===== config.mk =====
export PLATFORM = sky130hd
export DESIGN_NAME = issue_execute_fifo
export DESIGN_NICKNAME = d
export VERILOG_FILES = /design/src/rtl/issue_execute_fifo_pkg.sv /design/src/rtl/issue_execute_fifo_ptr.sv /design/src/rtl/issue_execute_fifo.sv
export SDC_FILE = /design/constraint.sdc
export NUM_CORES = 1
export LEC_CHECK = 0
export BUFFER_PORTS_ARGS = -buffer_cell sky130_fd_sc_hd__buf_2
export CORE_MARGIN = 5
export CORE_UTILIZATION = 45
export DETAILED_ROUTE_END_ITERATION = 12
export PLACE_DENSITY = 0.72
export SLEW_MARGIN = 30
export SYNTH_ARGS = -nofsm -noshare
export SYNTH_HDL_FRONTEND = slang
export SYNTH_HIERARCHICAL = 1
export SYNTH_SLANG_ARGS = --single-unit

===== constraint.sdc =====
create_clock -name clk -period 21.5 [get_ports clk]
set_input_delay 6.45 -clock clk [delete_from_list [all_inputs] [get_ports clk]]
set_output_delay 6.45 -clock clk [all_outputs]
set_load 0.02 [all_outputs]

===== src/rtl/issue_execute_fifo_pkg.sv =====
// Shared types and sizing constants for the issue-to-execute path.
package issue_execute_fifo_pkg;

    localparam int unsigned ALU_UNIT_NUM         = 2;
    localparam int unsigned ISSUE_ALU_FIFO_DEPTH = 4;

    typedef enum logic [3:0] {
        ALU_ADD  = 4'd0,
        ALU_SUB  = 4'd1,
        ALU_AND  = 4'd2,
        ALU_OR   = 4'd3,
        ALU_XOR  = 4'd4,
        ALU_SLL  = 4'd5,
        ALU_SRL  = 4'd6,
        ALU_SRA  = 4'd7,
        ALU_SLT  = 4'd8,
        ALU_SLTU = 4'd9
    } alu_op_e;

    typedef struct packed {
        logic [31:0] pc;
        logic [5:0]  rob_id;
        logic [4:0]  rd;
        alu_op_e     alu_op;
        logic [31:0] src1;
        logic [31:0] src2;
    } issue_execute_pack_t;

endpackage


===== src/rtl/issue_execute_fifo_ptr.sv =====
// Wrap-bit FIFO pointer: low bits index storage, MSB toggles on each wrap.
module issue_execute_fifo_ptr #(
    parameter int unsigned W = 2
) (
    input  logic         clk,
    input  logic         rst,
    input  logic         inc_i,
    input  logic         clr_i,
    output logic [W:0]   ptr_o
);

    logic [W:0] ptr_q;
    logic [W:0] ptr_d;

    always_comb begin
        ptr_d = ptr_q;
        if (clr_i) begin
            ptr_d = '0;
        end else if (inc_i) begin
            ptr_d = ptr_q + {{W{1'b0}}, 1'b1};
        end
    end

    always_ff @(posedge clk or posedge rst) begin
        if (rst) begin
            ptr_q <= '0;
        end else begin
            ptr_q <= ptr_d;
        end
    end

    assign ptr_o = ptr_q;

endmodule


===== src/rtl/issue_execute_fifo.sv =====
// Circular buffer of issue_execute_pack_t between issue and one execute unit.
module issue_execute_fifo
    import issue_execute_fifo_pkg::*;
#(
    parameter int unsigned DEPTH       = ISSUE_ALU_FIFO_DEPTH,
    localparam int unsigned DEPTH_WIDTH = $clog2(DEPTH)
) (
    input  logic                      clk,
    input  logic                      rst,
    input  issue_execute_pack_t       issue_alu_fifo_data_in,
    input  logic                      issue_alu_fifo_push,
    output logic                      issue_alu_fifo_full,
    output issue_execute_pack_t       issue_alu_fifo_data_out,
    output logic                      issue_alu_fifo_data_out_valid,
    input  logic                      issue_alu_fifo_pop,
    input  logic                      issue_alu_fifo_flush,
    output logic [DEPTH_WIDTH:0]      issue_alu_fifo_count
);

    logic [DEPTH_WIDTH:0] rptr;
    logic [DEPTH_WIDTH:0] wptr;
    logic                 empty;
    logic                 push_ok;
    logic                 pop_ok;

    issue_execute_pack_t  mem_q [DEPTH];

    assign empty   = (rptr == wptr);
    assign issue_alu_fifo_full = (rptr[DEPTH_WIDTH-1:0] == wptr[DEPTH_WIDTH-1:0]) &&
                                 (rptr[DEPTH_WIDTH] != wptr[DEPTH_WIDTH]);
    assign issue_alu_fifo_data_out_valid = !empty;
    assign issue_alu_fifo_count = wptr - rptr;

    // Flush wins over both handshakes so a flushed cycle leaves no trace.
    assign push_ok = issue_alu_fifo_push && !issue_alu_fifo_full && !issue_alu_fifo_flush;
    assign pop_ok  = issue_alu_fifo_pop && !empty && !issue_alu_fifo_flush;

    issue_execute_fifo_ptr #(.W(DEPTH_WIDTH)) u_rptr (
        .clk   (clk),
        .rst   (rst),
        .inc_i (pop_ok),
        .clr_i (issue_alu_fifo_flush),
        .ptr_o (rptr)
    );

    issue_execute_fifo_ptr #(.W(DEPTH_WIDTH)) u_wptr (
        .clk   (clk),
        .rst   (rst),
        .inc_i (push_ok),
        .clr_i (issue_alu_fifo_flush),
        .ptr_o (wptr)
    );

    always_ff @(posedge clk) begin
        if (push_ok) begin
            mem_q[wptr[DEPTH_WIDTH-1:0]] <= issue_alu_fifo_data_in;
        end
    end

    // Gate the head with empty so stale storage is never visible.
    always_comb begin
        issue_alu_fifo_data_out = '0;
        if (!empty) begin
            issue_alu_fifo_data_out = mem_q[rptr[DEPTH_WIDTH-1:0]];
        end
    end

`ifndef SYNTHESIS
    always_ff @(posedge clk) begin
        if (!rst) begin
            assert (int'(issue_alu_fifo_count) <= int'(DEPTH));
            assert (!(issue_alu_fifo_full && !issue_alu_fifo_data_out_valid));
        end
    end
`endif

endmodule


==> run_results.csv <==
group,metric,value,unit
power_and_ir_drop,power_density,92.9,mW/mm^2
clock_network,cts_made_buffers,46,
route,drc_errors,0,
synthesis,synth-seq-area-share,77.5,%
clock_network,htree_levels,2,
place,portBuffers,231,
clock_network,cts_sinks,450,
sta,worstMarginPinSlew,0.978,ns
sta,period_share,47.7,%
place,place.gp.congestion,0.710,
die,row_count,72,
cells_and_area,final_nets,1127,
setup_path,r2r_start,"u_rptr/ptr_o[1]",
setup_path,worstSetupPathType,"reg2out",
synthesis,yosys.cell_types.count,24,
synthesis,synth_compound_area_share,5.22,%
sta,slew_viol_final,0,
cells_and_area,layout-drive-gt1-share,41.0,%
cells_and_area,finish.utilization,53.5,%
route,drt_iter0_markers,537,
die,fp.dieH,207,um
die,start_util,45.2,%
clock_network,cts_setup_buffers,0,
sta,grt_setup_unrepaired,"false",
sta,hold_viol_final,0,
sta,min_period,10.26,ns
clock_network,ctsResizeCount,0,
die,coreArea,0.0385,sq mm
clock_network,cts_tree,"built",
route,routedWlPerCell,22.2,um
worst_hold_path,hp-start,"u_wptr/ptr_o[0]",
route,routed_via_density,5.37,
die,die_width,207,um
synthesis,synth-xor-area-share,0.295,%
clock_network,root_buffer,"clkbuf_16",
run,maxCapViolations,0,
sta,relSlewSlack,34.8,%
power_and_ir_drop,irDropWorstVdd,84.9,uV
clock_network,hold_buffers,0,
global_route,grt_pass1_vias,8984,
cells_and_area,area_growth,18.2,%
synthesis,synthAdderAreaFrac,0.403,%
die,io_pins,232,
clock_network,clk_path_buf_depth,3,
global_route,antenna_found_initial,5,
sta,timing.fmax,97.4,MHz
die,dieArea,0.0427,sq mm
synthesis,muxShareOfSynthArea,14.5,%
setup_path,cp_max_fo,60,
synthesis,synth-simple-area-share,0.338,%
route,route.antenna.remaining_nets,0,
place,dpl.hpwl,19700,um
clock_network,cts.clk_slew.worst_paths,0.06,ns
route,dr.pass1.iters,7,
synthesis,avgSynthCellArea,22.9,sq um
global_route,grt_pass1_wl,52800,um
clock_network,insertion_delay,0.55,ns
synthesis,ys_ff_latch,450,
synthesis,yosys_warnings,6,
synthesis,synth_top_family_by_area,"multiplexers",
global_route,grt_max_degree,114,
synthesis,postSynthCellCount,761,
synthesis,syn_nets,882,
power_and_ir_drop,power_leakage,0.00697,uW
global_route,track_usage,16.3,%
synthesis,synth_area,0.0174,sq mm
setup_path,cp-end-kind,"output pin",
setup_path,crit_arrival,3.81,ns
place,dp_slack,11.79,ns
sta,setup_viol_count_final,0,
sta,finalWorstSetupSlack,11.24,ns
sta,skew,0.00746,ns
global_route,grt.overflow.total,0,
setup_path,startpoint,"u_rptr/ptr_o[1]",
outcome,status,"finished clean",
worst_hold_path,hold_path_class,"reg2reg",
route,vias,8364,
setup_path,required,15.05,ns
setup_path,start_kind,"flop",
route,routed_wl,34500,um
## worst max-delay path: stages, from the launching register on
cell and delay, ns:
dfrtp_4 1.01, inv_1 0.11, ha_1 0.32, and2_4 0.67, buf_4 0.63, a21boi_1 0.16, buf_2 0.20
## report_power, final
group	switching, uW	leakage [uW]	total, uW	internal [uW]
Sequential	4.49	0.00411	989	985
Combinational	101	0.00217	165	64.4
Clock	308	0.000692	756	449
## worst paths after layout
kind / slack, ns / end / depth (start not counted)
worst max-delay path: 11.24 / issue_alu_fifo_data_out[91] / 6
worst min-delay path: 0.68 / u_wptr/ptr_o[0] / 2
worst max register to register: 16.90 / mem_q[2][86] / 7
worst min register to register: 0.68 / u_wptr/ptr_o[0] / 2
max in group asynchronous: 15.57 / u_rptr/ptr_o[0] / 2
min in group asynchronous: 5.78 / u_rptr/ptr_o[0] / 2
## sequential cells by signal, indices dropped and copies added (netlist names)
register,cells
mem_q,444
u_rptr/ptr_o,3
u_wptr/ptr_o,3
## synth_stat cells (all sizes together)
| library cell | number | share of area, % |
|---|---|---|
| nand3b | 2 | 0.086 |
| ha | 4 | 0.29 |
| dfrtp | 6 | 0.86 |
| mux4 | 111 | 14 |
| buf | 25 | 1.1 |
| and2 | 2 | 0.072 |
| nor2 | 4 | 0.086 |
| nand2 | 1 | 0.022 |
| nand2b | 2 | 0.072 |
| edfxtp | 444 | 77 |
| inv | 7 | 0.15 |
| clkbuf | 24 | 0.52 |
| xor2 | 1 | 0.050 |
| mux2i | 2 | 0.12 |
| a21boi | 111 | 4.8 |
| a21bo | 2 | 0.12 |
| a21oi | 4 | 0.12 |
| a2111oi | 4 | 0.20 |
| fa | 1 | 0.12 |
| xnor2 | 4 | 0.24 |
## routing by layer
metal | part of all wire [%] | GRT usage (%) | up-vias | wire length (um)
met4 | 1.4 | 3.80 | 8 | 499
met3 | 8.2 | 4.92 | 50 | 2820
met1 | 42 | 22.2 | 4338 | 14500
li1 | - | - | 3703 | -
met5 | 0.14 | 0 | - | 48
met2 | 48 | 26.4 | 265 | 16700
## cell families (layout without fill, tap and decap cells)
logic type	after synthesis	in the layout
flip-flops	450	450
AO/OA/AOI/OAI	121	121
multiplexers	113	113
buffers and inverters	56	332
AND/OR/NAND/NOR	11	11
adder cells (fa/ha/maj)	5	5
XOR/XNOR	5	5
other	0	2
## stage by stage
step,TNS [ns],area [sq um],hold slack (ns),power [uW],std cells
after global placement,0,19100,0.649,1170,1475
after detailed placement,0,19100,0.658,1180,1475
after CTS,0,20500,0.679,1940,1554
after global routing,0,20600,0.705,1990,1555
after floorplan,-1562.14,17400,0.569,1120,761
final,0,20600,0.684,1910,1557
## layout by cell type, fill, tap and decap left out, types with 2 or more instances in the layout
master,synthesis,layout
clkinv_2,0,4
nand3b_1,2,2
clkinvlp_4,0,3
a21oi_1,4,4
mux4_2,111,111
inv_1,7,7
dfrtp_1,6,4
buf_2,11,231
a21bo_1,2,2
bufinv_16,0,3
ha_1,4,4
mux2i_1,2,2
diode_2,0,2
nor2_1,4,4
clkbuf_16,0,49
a2111oi_2,0,4
clkinv_1,0,8
nand2b_1,2,2
dfrtp_4,0,2
xnor2_1,3,3
clkbuf_1,24,11
edfxtp_1,444,444
buf_4,2,12
a21boi_1,111,111
## area by class of cell
| type | count | area, sq um |
|---|---|---|
| antenna | 2 | 5.00 |
| clock buffer | 60 | 1270 |
| clock inverter | 19 | 171 |
| fill | 2969 | 17900 |
| inverter | 7 | 26.3 |
| multi-input combinational | 255 | 3650 |
| sequential | 450 | 13500 |
| tap | 518 | 648 |
| timing repair buffer | 246 | 1310 |
No activity file was read; power rests on OpenSTA's default activity.
